**src/rtl/cop0_irq_ctrl.sv**
```systemverilog
// Coprocessor-0 exception/interrupt controller: STATUS/CAUSE/EPC, prioritised
// exception entry, eret, and the pipeline flush/kill/redirect controls.
module cop0_irq_ctrl #(
    parameter int unsigned N_IRQ        = 8,
    parameter logic [31:0] HANDLER_ADDR = 32'h0000_0080
) (
    input  logic             i_clk,
    input  logic             i_rst_n,
    input  logic [N_IRQ-1:0] i_irq,
    input  logic             i_arithmetic_overflow,
    input  logic             i_unknown_command,
    input  logic             i_unknown_func,
    input  logic [31:0]      i_pc_ex,
    input  logic [31:0]      i_pc_id,
    input  logic             i_mtc0,
    input  logic             i_eret,
    input  logic [4:0]       i_address,
    input  logic [31:0]      i_data,
    output logic [31:0]      o_data,
    output logic             o_exception,
    output logic             o_kill_ex,
    output logic             o_redirect,
    output logic [31:0]      o_redirect_pc
);

    typedef enum logic [1:0] {RUN, TAKE, RET} state_t;

    state_t             r_state, w_next;
    logic               r_ie, r_exl;
    logic [N_IRQ-1:0]   r_im, r_ip;
    logic [4:0]         r_exccode;
    logic [31:0]        r_epc;

    logic               w_int_req, w_take, w_ret, w_wr;
    logic [4:0]         w_code;
    logic [31:0]        w_epc_new;

    assign w_int_req = r_ie & ~r_exl & (|(r_ip & r_im));

    always_ff @(posedge i_clk or negedge i_rst_n) begin
        if (!i_rst_n) r_state <= RUN;
        else          r_state <= w_next;
    end

    // Priority chain: an accepted exception squashes any eret/mtc0 in the same cycle.
    always_comb begin
        w_next        = r_state;
        o_exception   = 1'b0;
        o_kill_ex     = 1'b0;
        o_redirect    = 1'b0;
        o_redirect_pc = '0;
        w_take        = 1'b0;
        w_ret         = 1'b0;
        w_wr          = 1'b0;
        w_code        = '0;
        w_epc_new     = r_epc;
        case (r_state)
            RUN: begin
                if (i_arithmetic_overflow) begin
                    o_exception = 1'b1;
                    o_kill_ex   = 1'b1;
                    w_take      = 1'b1;
                    w_code      = 5'd12;
                    w_epc_new   = i_pc_ex;
                    w_next      = TAKE;
                end else if ((i_unknown_command | i_unknown_func) & ~r_exl) begin
                    o_exception = 1'b1;
                    w_take      = 1'b1;
                    w_code      = 5'd10;
                    w_epc_new   = i_pc_id;
                    w_next      = TAKE;
                end else if (w_int_req) begin
                    o_exception = 1'b1;
                    w_take      = 1'b1;
                    w_code      = 5'd0;
                    w_epc_new   = i_pc_id;
                    w_next      = TAKE;
                end else if (i_eret) begin
                    w_ret  = 1'b1;
                    w_next = RET;
                end else if (i_mtc0) begin
                    w_wr = 1'b1;
                end
            end
            TAKE: begin
                o_redirect    = 1'b1;
                o_redirect_pc = HANDLER_ADDR;
                w_next        = RUN;
            end
            RET: begin
                o_redirect    = 1'b1;
                o_redirect_pc = r_epc;
                w_next        = RUN;
            end
            default: w_next = RUN;
        endcase
    end

    always_ff @(posedge i_clk or negedge i_rst_n) begin
        if (!i_rst_n) begin
            r_ie      <= 1'b0;
            r_exl     <= 1'b0;
            r_im      <= '0;
            r_ip      <= '0;
            r_exccode <= '0;
            r_epc     <= '0;
        end else begin
            r_ip <= i_irq;
            if (w_take) begin
                r_exl     <= 1'b1;
                r_exccode <= w_code;
                r_epc     <= w_epc_new;
            end else if (w_ret) begin
                r_exl <= 1'b0;
            end else if (w_wr) begin
                case (i_address)
                    5'd12: begin
                        r_ie  <= i_data[0];
                        r_exl <= i_data[1];
                        r_im  <= i_data[8 +: N_IRQ];
                    end
                    5'd14:   r_epc <= i_data;
                    default: ;
                endcase
            end
        end
    end

    always_comb begin
        o_data = '0;
        case (i_address)
            5'd12: begin
                o_data[0]          = r_ie;
                o_data[1]          = r_exl;
                o_data[8 +: N_IRQ] = r_im;
            end
            5'd13: begin
                o_data[6:2]        = r_exccode;
                o_data[8 +: N_IRQ] = r_ip;
            end
            5'd14:   o_data = r_epc;
            default: o_data = '0;
        endcase
    end

endmodule

```
**config.mk**
```make
export PLATFORM = sky130hd
export DESIGN_NAME = cop0_irq_ctrl
export DESIGN_NICKNAME = d
export VERILOG_FILES = /design/src/rtl/cop0_irq_ctrl.sv
export SDC_FILE = /design/constraint.sdc
export NUM_CORES = 1
export LEC_CHECK = 0
export CORE_ASPECT_RATIO = 1.5
export CORE_MARGIN = 2
export CORE_UTILIZATION = 41
export DETAILED_ROUTE_END_ITERATION = 16
export MAX_ROUTING_LAYER = met4
export PLACE_DENSITY_LB_ADDON = 0.1
export SETUP_SLACK_MARGIN = 0.4
export SKIP_LAST_GASP = 1
export SLEW_MARGIN = 20
export SYNTH_ARGS = -nofsm -noshare
export SYNTH_HDL_FRONTEND = slang
export SYNTH_SLANG_ARGS = --single-unit
```
**constraint.sdc**
```tcl
create_clock -name i_clk -period 2.05 [get_ports i_clk]
set_input_delay 0.41 -clock i_clk [delete_from_list [all_inputs] [get_ports i_clk]]
set_output_delay 0.41 -clock i_clk [all_outputs]
set_load 0.01 [all_outputs]
```
Yosys cells after proc, flatten, opt, wreduce, memory -nomap -nowiden

Cells that the tools add are included.

Flip-flop bits (word level): 57
Input port bits: 116
Word-level logic and storage cells: 78

Equal/unequal tests: 9
Muxes and demuxes: 44
Bitwise operators: 8
Reduce and logical (&&, ||, !) cells: 10

Operator list:

| operator                                               | number |
|---|---|
| 2-to-1 mux 32 bit                                      | 8 |
| case mux 32 bit (2 select lines)                       | 1 |
| case mux 8 bit (3 select lines)                        | 1 |
| 2-to-1 mux 1 bit                                       | 23 |
| 2-to-1 mux 16 bit                                      | 1 |
| == test 5 x 4 -> 1 bit (second input constant)         | 3 |
| 2-to-1 mux 4 bit                                       | 3 |
| 2-to-1 mux 2 bit                                       | 5 |
| case mux 5 bit (2 select lines)                        | 1 |
| AND 8 bit                                              | 1 |
| OR reduction 8 bit                                     | 1 |
| nonzero test 3 bit                                     | 2 |
| inequality test 5 bit (second input constant)          | 1 |
| AND reduction 5 bit                                    | 1 |
| inequality test 4 x 2 -> 1 bit (second input constant) | 1 |
| case mux 2 bit (2 select lines)                        | 1 |
| AND reduction 4 bit                                    | 1 |
| nonzero test 2 bit                                     | 2 |
| AND 1 bit                                              | 3 |
| NOT 1 bit                                              | 3 |
| == test 2 x 1 -> 1 bit (second input constant)         | 1 |
| == test 2 bit (second input constant)                  | 1 |
| zero test 2 bit                                        | 1 |
| inequality test 2 x 1 -> 1 bit (second input constant) | 1 |
| other kinds (4)                                        | 4 |

Depth between registers and ports, before layout

Word-level depth: 10
Gate-level depth with buffers: 6

Worst setup path before layout

No wires, ideal clock.

Path type: register -> register
From: register r_im[1]
To: register r_epc[0]
Library setup time: 86 ps
Arrival time: 1,793 ps
Data required time: 1,964 ps
Path slack: 171 ps
Cell stages (with the launch flop): 6
Buffers on the path: 1
Period minus slack after synthesis: 1,879 ps
Cell sequence: dfrtp_1 -> a22o_1 -> o41a_1 -> o31a_1 -> buf_6 -> o221ai_2

Word-level cells in the longest chain between the ends: 9

RTL lines:

| element                                                                 | line | source |
|---|---|---|
| start, declared                                                         | 30   | `logic [N_IRQ-1:0] r_im, r_ip;` |
| start signal, assigned                                                  | 120  | `r_im <= i_data[8 +: N_IRQ];` |
| AND 8 bit *                                                             | 38   | `assign w_int_req = r_ie & ~r_exl & (\|(r_ip & r_im));` |
| OR reduction 8 bit *                                                    | 38   |  |
| AND 1 bit *                                                             | 38   |  |
| 2-to-1 mux 1 bit                                                        | 72   | `end else if (w_int_req) begin` |
| 2-to-1 mux 1 bit                                                        | 66   | `end else if ((i_unknown_command \| i_unknown_func) & ~r_exl) begin` |
| 2-to-1 mux 1 bit                                                        | 59   | `if (i_arithmetic_overflow) begin` |
| 2-to-1 mux 1 bit                                                        | 57   | `case (r_state)` |
| inequality test 4 x 2 -> 1 bit (no source line) (tied with other cells) | n/a  |  |
| AND reduction 5 bit (no source line)                                    | n/a  |  |
| end signal, assigned                                                    | 112  | `r_epc <= w_epc_new;` |
| end signal, assigned                                                    | 122  | `5'd14: r_epc <= i_data;` |
| end, declared                                                           | 32   | `logic [31:0] r_epc;` |

Every way passes the cells marked *; elsewhere a longest branch is shown, timed or not.
A chain may end at the register's enable or synchronous reset.

Worst setup path in the final report

From: register r_ip[1]
To: output port o_exception

Word-level cells in the longest chain between the ends: 7

RTL lines:

| element                | line | source |
|---|---|---|
| start, declared        | 30   |  |
| start signal, assigned | 108  | `r_ip <= i_irq;` |
| AND 8 bit              | 38   |  |
| OR reduction 8 bit     | 38   |  |
| AND 1 bit              | 38   |  |
| 2-to-1 mux 1 bit       | 72   |  |
| 2-to-1 mux 1 bit       | 66   |  |
| 2-to-1 mux 1 bit       | 59   |  |
| 2-to-1 mux 1 bit       | 57   |  |
| end, declared          | 20   | `output logic o_exception,` |

No other way between the ends.

==> impl_metrics.env <==
export IMPL_yosys_top_cells_area="dfrtp_1, o221ai_2, o211ai_1, or2_2, nand4_1"
export IMPL_drv_slew=0
export IMPL_cts_tree="yes"
export IMPL_drc=0
export IMPL_ys_seq_elements=55
export IMPL_grt_max_degree=64
export IMPL_final_core_util_pct=84.8
export IMPL_syn_area_um2=3750
export IMPL_grt_ovfl_total=0
export IMPL_num_rows=42
export IMPL_drive_gt1_share_pct=53.4
export IMPL_min_path_type="primary input to async pin"
export IMPL_timing_final_crit_share_pct=109
export IMPL_start_kind="register"
export IMPL_fillerInstances=500
export IMPL_layout_min_cycle_time_ns=2.24
export IMPL_crit_required_ns=1.64
export IMPL_yosysUniqueCellTypes=38
export IMPL_yosysTopAreaCell="dfrtp_1"
export IMPL_via_per_inst=6.24
export IMPL_clk_path_buf_depth=2
export IMPL_initial_core_util_pct=42.3
export IMPL_nNetsFinal=777
export IMPL_holdWs_ns=0.0902
export IMPL_antenna_left=0
export IMPL_r2r_end="r_epc[20]"
export IMPL_vias=4795
export IMPL_grt_pass1_wl_mm=25.8
export IMPL_violations="negative setup slack"
export IMPL_reg2regPathDepth=6
export IMPL_rsz0062_at_grt="true"
export IMPL_hold_viol_final=0
export IMPL_worst_slew_pin_slew_ns=0.452
export IMPL_setup_viol=66
export IMPL_synth_avg_cell_area_um2=9.48
export IMPL_fmax_mhz=447
export IMPL_end_kind="primary output"
export IMPL_synth_top_cell_area_share_pct=36.7
export IMPL_area_delta_synth_final_pct=101
export IMPL_synth_cells=396
export IMPL_fin_cells=769
export IMPL_cts_root_buf="clkbuf_16"
export IMPL_numCtsBuffers=5
export IMPL_track_usage_pct=35.8
export IMPL_dieArea_um2=9950
export IMPL_yosysWarnings=0
export IMPL_fp_dieW_um=82.1
export IMPL_antenna_cells=0
export IMPL_cellLeakagePower_nw=3.25
export IMPL_status="finished with violations"
export IMPL_peakVddDrop_uv=600
export IMPL_portBuffers=182
export IMPL_setup_tns_ns=-3.96
export IMPL_routed_wl_mm=18.9
export IMPL_path_class="register to primary output"
export IMPL_timing_rr_start="r_ip[1]"
export IMPL_die_h_um=121
export IMPL_ys_seq_area_share_pct=36.7
export IMPL_core_area_um2=8880
export IMPL_clock_sinks=55
export IMPL_htreeDepth=2
export IMPL_pre_cts_ws_ns=-0.542
export IMPL_max_cap_violations=0
export IMPL_worstPathArrival_ns=1.83
export IMPL_reg2reg_slack_ns=-0.17
export IMPL_worst_slack_ns=-0.188
export IMPL_drtIter0Drc=454
export IMPL_placed_cells=696
export IMPL_cp_max_fo=2
export IMPL_clk_latency_ns=0.31
export IMPL_path_clk_slew_ns=0.07
export IMPL_io_pins=183
export IMPL_fin_skew_ns=0.00675
export IMPL_drt_pass1_iterations=5
export IMPL_grt_pass1_vias=4927
export IMPL_wire_per_inst_um=24.6
export IMPL_gp_congestion=0.840
export IMPL_slew_headroom_pct=69.6
export IMPL_p_per_area_nw_per_um2=978
export IMPL_dp_hpwl_mm=10.0
export IMPL_antenna_found_initial=0
export IMPL_syn_nets=515
[synth_stat cells (all sizes together)]
cell / count
o31a: 1
or2: 33
clkbuf: 36
dfrtp: 55
o41ai: 1
mux2i: 10
nand2: 11
o221ai: 32
nor3: 21
nand4: 33
or3b: 1
nor4b: 1
o21ai: 12
mux2: 9
nor2: 5
nand4bb: 1
o41a: 1
a311o: 1
and3: 31
o21ba: 1
and2: 1
nor2b: 2
ha: 3
a21boi: 1
a32o: 1
o211ai: 32
a21o: 1
nor4: 2
a22o: 9
inv: 38
nor3b: 1
a21oi: 1
buf: 7
nand3b: 1
[cells in the final DEF, fill, tap and decap left out, drive strengths merged]
cell type,Yosys,final
a21boi,1,1
a21o,1,1
a21oi,1,1
a22o,9,9
a311o,1,1
a32o,1,1
and2,1,1
and3,31,31
buf,7,185
bufbuf,0,3
bufinv,0,2
clkbuf,36,5
clkdlybuf4s50,0,108
clkinvlp,0,1
dfrtp,55,55
dlygate4sd2,0,1
ha,3,3
inv,38,38
mux2,9,9
mux2i,10,10
nand2,11,11
nand3b,1,1
nand4,33,34
nand4bb,1,1
nor2,5,5
nor2b,2,2
nor3,21,21
nor3b,1,1
nor4,2,2
nor4b,1,1
o211ai,32,32
o21ai,12,12
o21ba,1,1
o221ai,32,32
o31a,1,1
o41a,1,1
o41ai,1,1
or2,33,33
or3b,1,1
[worst max-delay path by stage]
stage | start | end | slack, ns | cells past startpoint
after CTS | r_im[6] | o_exception | -0.12 | 5
after floorplan | r_ip[6] | r_epc[0] | 0.22 | 5
after global placement | i_unknown_func | o_exception | -0.49 | 6
after detailed placement | i_address[4] | o_data[24] | -0.54 | 5
final | r_ip[1] | o_exception | -0.19 | 5
after global routing | r_ip[1] | o_exception | -0.22 | 5
[logic make-up (layout without fill, tap and decap cells)]
family | after synthesis | after routing | synth area share, %
AO/OA/AOI/OAI | 94 | 94 | 25.2
flip-flops | 55 | 55 | 36.7
buffers and inverters | 81 | 343 | 9.00
multiplexers | 19 | 19 | 5.37
AND/OR/NAND/NOR | 144 | 145 | 22.7
adder cells (fa/ha/maj) | 3 | 3 | 1.00
[through the flow]
| step | power, mW | cell area (um^2) |
|---|---|---|
| floorplan | 3.43 | 3850 |
| global placement | 4.57 | 6080 |
| detailed placement | 4.65 | 6080 |
| CTS | 6.87 | 7110 |
| global route | 7.67 | 7530 |
| finish | 7.36 | 7530 |
[power breakdown]
part	internal (mW)	switching, mW	total [mW]
Clock	0.701	0.422	1.12
Combinational	2.33	2.11	4.43
Sequential	1.47	0.336	1.81
Total	4.50	2.86	7.36
[critical path, stage by stage (launching register included)]
cell	delay [ns]
dfrtp_1	0.38
a22o_1	0.29
o41a_1	0.49
o21ai_2	0.17
inv_1	0.08
buf_6	0.13
[layer usage]
layer  wire (um)  global-route usage [%]  vias up
met5           0                       -        -
met4        1320                    23.4        0
met3        1420                    8.11      110
met2       10100                    61.2      327
met1        6050                    35.3     2344
li1            -                       -     2014
[layout make-up]
| cell class | count | area, um^2 | share of cell area [%] |
|---|---|---|---|
| Clock buffer | 5 | 125 | 1.66 |
| Clock inverter | 3 | 67.6 | 0.897 |
| Inverter | 38 | 143 | 1.89 |
| Multi-Input combinational cell | 261 | 2560 | 34.0 |
| Sequential cell | 55 | 1380 | 18.3 |
| Tap cell | 110 | 138 | 1.83 |
| Timing Repair Buffer | 297 | 3120 | 41.4 |
[flip-flops by register name, summed over array words and instances (netlist names)]
name,count
r_epc,32
r_exccode,3
r_exl,1
r_ie,1
r_im,8
r_ip,8
r_state,2
[repair_timing]
| item | in CTS | in global routing |
|---|---|---|
| pin swaps | 32 | 29 |
| resized for setup | 426 | 73 |
| buffers inserted | 39 | 14 |
| endpoints found under the setup margin | 111 | 112 |
| hold buffers | 0 | 0 |
| cloned | 12 | 0 |
(Power assumes the default switching activity.)
